===== src/rtl/gnt_event_fifo.sv =====
// Grant-change event logger: detects per-channel grant toggles/rises and queues
// the 1-based channel IDs in a small FIFO, lowest channel first, one per cycle.
module gnt_event_fifo #(
  parameter int unsigned NUM_CH     = 8,
  parameter int unsigned DEPTH_LOG2 = 3,
  parameter int unsigned EDGE_MODE  = 0,
  parameter int unsigned AF_LEVEL   = 6
) (
  input  logic                  clk,
  input  logic                  rst_n,
  input  logic [NUM_CH-1:0]     gnt_vec,
  input  logic                  rd_en,
  input  logic                  clr_ovf,
  output logic [3:0]            rd_data,
  output logic                  rd_valid,
  output logic                  empty,
  output logic                  full,
  output logic                  almost_full,
  output logic [DEPTH_LOG2:0]   count,
  output logic                  overflow
);

  localparam int unsigned DEPTH = 1 << DEPTH_LOG2;
  localparam int unsigned CW    = DEPTH_LOG2 + 1;
  localparam int unsigned PW    = DEPTH_LOG2;

  logic [NUM_CH-1:0] prev, pending, change, push_bit, pending_next;
  logic [3:0]        push_id, rd_data_next;
  logic              push, pop, overflow_next;
  logic [PW-1:0]     wr_ptr, rd_ptr, wr_ptr_next, rd_ptr_next;
  logic [CW-1:0]     count_next;
  logic [3:0]        mem [DEPTH];

  // Event detection, lowest-index pending select and FIFO bookkeeping
  always_comb begin
    change   = (EDGE_MODE != 0) ? (gnt_vec & ~prev) : (gnt_vec ^ prev);
    push     = (pending != '0) && !full;
    pop      = rd_en && !empty;
    push_bit = '0;
    push_id  = '0;
    // Descending scan so the lowest set index wins
    for (int i = NUM_CH - 1; i >= 0; i--) begin
      if (pending[i]) begin
        push_bit    = '0;
        push_bit[i] = 1'b1;
        push_id     = 4'(i + 1);
      end
    end
    if (!push) begin
      push_bit = '0;
    end
    pending_next  = (pending & ~push_bit) | change;
    overflow_next = overflow;
    if ((change & pending & ~push_bit) != '0) begin
      overflow_next = 1'b1;
    end else if (clr_ovf) begin
      overflow_next = 1'b0;
    end
    wr_ptr_next  = push ? wr_ptr + PW'(1) : wr_ptr;
    rd_ptr_next  = pop ? rd_ptr + PW'(1) : rd_ptr;
    count_next   = count + CW'(push) - CW'(pop);
    rd_data_next = pop ? mem[rd_ptr] : 4'd0;
  end

  always_ff @(posedge clk or negedge rst_n) begin
    if (!rst_n) begin
      prev        <= '0;
      pending     <= '0;
      wr_ptr      <= '0;
      rd_ptr      <= '0;
      count       <= '0;
      rd_data     <= '0;
      rd_valid    <= 1'b0;
      overflow    <= 1'b0;
      empty       <= 1'b1;
      full        <= 1'b0;
      almost_full <= 1'b0;
    end else begin
      prev        <= gnt_vec;
      pending     <= pending_next;
      wr_ptr      <= wr_ptr_next;
      rd_ptr      <= rd_ptr_next;
      count       <= count_next;
      rd_data     <= rd_data_next;
      rd_valid    <= pop;
      overflow    <= overflow_next;
      empty       <= (count_next == '0);
      full        <= (count_next == CW'(DEPTH));
      almost_full <= (32'(count_next) >= AF_LEVEL);
    end
  end

  // Storage needs no reset; stale entries are never read
  always_ff @(posedge clk) begin
    if (push) begin
      mem[wr_ptr] <= push_id;
    end
  end

endmodule


===== config.mk =====
export PLATFORM = sky130hd
export DESIGN_NAME = gnt_event_fifo
export DESIGN_NICKNAME = d
export VERILOG_FILES = /design/src/rtl/gnt_event_fifo.sv
export SDC_FILE = /design/constraint.sdc
export NUM_CORES = 1
export LEC_CHECK = 0
export BUFFER_PORTS_ARGS = -buffer_cell sky130_fd_sc_hd__buf_2
export CAP_MARGIN = 20
export CELL_PAD_IN_SITES_DETAIL_PLACEMENT = 0
export CELL_PAD_IN_SITES_GLOBAL_PLACEMENT = 1
export CORE_ASPECT_RATIO = 0.8
export CORE_MARGIN = 2
export CORE_UTILIZATION = 30
export CTS_BUF_LIST = sky130_fd_sc_hd__clkbuf_16
export DETAILED_ROUTE_END_ITERATION = 16
export PLACE_DENSITY = 0.6
export RECOVER_POWER = 25
export SLEW_MARGIN = 20
export SYNTH_ARGS = -nofsm -noshare
export SYNTH_HDL_FRONTEND = slang
export SYNTH_SLANG_ARGS = --single-unit

===== constraint.sdc =====
create_clock -name clk -period 3.62 [get_ports clk]
set_input_delay 0.724 -clock clk [delete_from_list [all_inputs] [get_ports clk]]
set_output_delay 0.724 -clock clk [all_outputs]
set_load 0.01 [all_outputs]

==> Flow_metrics.wiki <==
{| class="wikitable"
! Metric !! Value
|-
| Unrepaired setup endpoints after global routing || false
|-
| Area of the core region || ~0.009 mm2
|-
| Worst setup skew after layout || 0.00571 ns
|-
| Layout Area Growth over Synthesis || 20.2%
|-
| Fmax achieved || 336 MHz
|-
| Combinational Power Share || approximately 24%
|-
| Gr ovfl total || 0
|-
| Fraction of layout instances using a drive strength above 1 || 20.0%
|-
| Post-CTS resize count || 0
|-
| Worst setup EP type || flip-flop
|-
| Clk pin slew, worst setup/hold paths || ~0.050 ns
|-
| Iteration-0 DRC Markers || between 50 and 60
|-
| Power spent charging and discharging nets || 0.816 mW
|-
| Die height || 89.6 um
|-
| Clock latency at the later pin of the worst-skew pair || ~0.33 ns
|-
| Critical Setup Path Class || flip-flop to flip-flop
|-
| Setup TNS || 0 ns
|-
| Number of post-CTS setup repair buffers || 0
|-
| Antenna-violating nets left || 0
|-
| Synthesized net count || 208
|-
| Number of buffers added to fix hold violations after cts || 0
|-
| Number of cells produced by synthesis || 189
|-
| Final critical-path setup slack || between 0.6 and 0.7 ns
|-
| Status || finished, violations left
|-
| Sequential cell area fraction in the yosys report || 66.8%
|-
| Share of power burned in the clock network || around a third
|-
| Required time of the worst setup path || approximately 3.9 ns
|-
| Async set-reset flop share out of synthesis || 52.2%
|-
| Number of global-route vias before repair || between 1500 and 2000
|-
| Post-detailed-route DRC marker count || 0
|-
| Hold Path Sink || pending[0]
|-
| Worst-case setup slack after placement || around 0.63 ns
|-
| Starting density of the core || approximately 30%
|-
| Switching portion of total power || between 20% and 30%
|-
| Fin nets || 239
|-
| Lkg Pwr || 1.33 nW
|-
| R2r startpoint || pending[3]
|-
| Worst hold path cell count || 2
|-
| Count of buffers inserted at the top-level ports || 24
|-
| Relative slew slack || -25.8%
|-
| Number of violations of the max-capacitance limit || 1
|-
| DIE AREA || 0.00995 mm2
|-
| Clock Tree Root || sky130_fd_sc_hd__clkbuf_16
|-
| Overall track demand over capacity in global routing || 11.0%
|-
| Synthesis-stage register bit count || 67
|-
| Top library cells by usage in the layout, fill and taps aside || sky130_fd_sc_hd__dfrtp_1, sky130_fd_sc_hd__edfxtp_1, sky130_fd_sc_hd__nand2_1
|-
| Destination of the worst register-to-register timing path || empty
|-
| Kind of path behind the tightest hold check || flip-flop to flip-flop
|-
| Synth unique cells || 38
|-
| Number of sinks on the clock net || 67
|-
| Synthesis warning total || 0
|-
| Final-report hold violation count || 0
|-
| Min Tclk post-route || 2.98 ns
|-
| Vias post-DR || around 1500
|-
| Kind of launch point of the worst setup path || flip-flop
|-
| Count of pins over their slew limit || 36
|-
| Reg2Reg Depth || 11
|-
| Number of levels in the clock H-tree || 3
|-
| Synth top area cells || sky130_fd_sc_hd__edfxtp_1, sky130_fd_sc_hd__dfrtp_1, sky130_fd_sc_hd__mux4_2
|-
| Commonest non-fill, non-tap cell in the layout || sky130_fd_sc_hd__dfrtp_1
|-
| Part of the power in registers || 42.9%
|-
| Number of antenna violations at the first check in global routing || 0
|-
| Most frequently used flop master after synthesis || sky130_fd_sc_hd__dfrtp_1
|-
| Die boundary width || 111 um
|-
| TritonCTS clock tree || built
|-
| Crit path DAT || 3.24 ns
|-
| Wirelength per Cell || 13.8 um
|-
| Final cycle utilization of the critical path || 82.3%
|-
| Number of detailed-routing iterations run before antenna repair || 4
|-
| Detailed Place HPWL || 3300 um
|-
| Vias per inst || 4.37
|-
| Min-Delay Startpoint || prev[0]
|-
| Final setup viols || 0
|-
| Violations in the final reports || max-capacitance violations, max-slew violations
|-
| Largest fanout on the critical path || 7
|-
| Power density over the cells || ~830 mW/mm2
|-
| TritonCTS Buffers || 9
|-
| Highest ir drop seen on vdd || 424 uV
|-
| Area share of the leading cell type in the synthesized netlist || 34.9%
|-
| Actual slew at the worst max-slew pin || 1.89 ns
|-
| First-pass GRT wire length || 7860 um
|-
| Maximum number of pins on one net before global-route repair || 36
|-
| Clock buffer depth || 2
|-
| Post-synth top area cell || sky130_fd_sc_hd__edfxtp_1
|-
| WL final || about 4700 um
|-
| Global placer's final weighted congestion || approximately 0.73
|-
| Count of boundary I/O pins || 25
|-
| Worst reg-to-reg setup slack || around 0.64 ns
|-
| Antenna diode count || 0
|-
| Cell Area, Synth || 0.00275 mm2
|-
| Post-synthesis average cell area || 14.6 um2
|-
| Row cnt || 31
|-
| Cell internal pwr || 1.94 mW
|-
| Number of enable-type register cells in the synthesized netlist || 32
|}
[worst max path at each step]
stage                           from    end  slack, ns  cells past startpoint
after floorplan                rd_en  empty       0.96                     11
after detailed placement  pending[3]  empty       0.63                     12
after global routing      pending[3]  empty       0.26                     12
final                     pending[3]  empty       0.64                     11
after global placement         rd_en   full       0.70                     11
after CTS                 pending[3]  empty       0.60                     11
[state kept, by name (all words and copies together) (netlist names)]
signal and count:
rd_data 4, overflow 1, rd_valid 1, count 4, rd_ptr 3, prev 8, empty 1, full 1
wr_ptr 3, pending 8, almost_full 1, mem 32
[final cells by class]
type | instances | area [um2]
Fill cell | 861 | 5690
Sequential cell | 67 | 1840
Multi-Input combinational cell | 105 | 847
Clock buffer | 9 | 225
Tap cell | 115 | 144
Timing Repair Buffer | 24 | 109
Clock inverter | 7 | 92.6
Inverter | 13 | 48.8
[Yosys cell counts (2+ instances only)]
master and count:
sky130_fd_sc_hd__ha_1 6, sky130_fd_sc_hd__mux2i_1 4, sky130_fd_sc_hd__inv_1 13, sky130_fd_sc_hd__nand2b_1 4, sky130_fd_sc_hd__xnor2_1 10, sky130_fd_sc_hd__xor2_1 5
sky130_fd_sc_hd__nor3_1 6, sky130_fd_sc_hd__nor2b_1 2, sky130_fd_sc_hd__a21oi_1 3, sky130_fd_sc_hd__edfxtp_1 32, sky130_fd_sc_hd__mux4_2 8, sky130_fd_sc_hd__clkbuf_1 3
sky130_fd_sc_hd__nor4_1 2, sky130_fd_sc_hd__nor2_1 13, sky130_fd_sc_hd__nand2_1 16, sky130_fd_sc_hd__dfrtp_1 34, sky130_fd_sc_hd__o21ai_0 7
[logic make-up (layout without fill, tap and decap cells)]
group	count (synthesis)	in the layout	share of synthesized area, %
compound gates	19	19	4.32
xor+xnor	15	15	4.78
fa+ha+maj	7	7	3.46
buf+inv	17	53	2.37
flops	67	67	66.8
mux	13	13	8.42
simple gates	51	51	9.83
[stage by stage]
step,utilization [%],std cells,hold slack [ns],power [mW],instance area [um2]
after floorplan,-,189,0.428,1.66,2750
after global placement,33.3,324,0.493,1.88,3000
after detailed placement,33.3,324,0.498,1.88,3000
after CTS,36.8,340,0.503,2.81,3320
after global routing,36.7,340,0.520,2.96,3300
final,36.7,340,0.503,2.76,3300
[worst max-delay path, cell delays in order (launching register included)]
cell                      delay, ns
sky130_fd_sc_hd__dfrtp_1       0.43
sky130_fd_sc_hd__nor4_1        0.41
sky130_fd_sc_hd__a31oi_1       0.27
sky130_fd_sc_hd__inv_1         0.22
sky130_fd_sc_hd__ha_1          0.26
sky130_fd_sc_hd__inv_1         0.06
sky130_fd_sc_hd__ha_1          0.15
sky130_fd_sc_hd__inv_1         0.06
sky130_fd_sc_hd__fa_1          0.50
sky130_fd_sc_hd__inv_1         0.05
sky130_fd_sc_hd__or3_1         0.39
sky130_fd_sc_hd__nor2_1        0.11
[power by group through the flow]
stage	Combinational (mW)	Clock, mW	Sequential [mW]
after floorplan	0.520	0	1.14
after global placement	0.675	0	1.20
after detailed placement	0.679	0	1.20
after CTS	0.683	0.936	1.19
after global routing	0.777	0.967	1.22
final	0.667	0.909	1.18
[per-layer routing]
metal / part of all wire, % / vias up / GRT usage (%)
li1: - / 736 / -
met1: 49 / 717 / 14.0
met2: 44 / 30 / 16.3
met3: 5.5 / 4 / 5.77
met4: 0.94 / 0 / 3.70
met5: 0 / - / 0
Power figures use the tool's default switching activity.
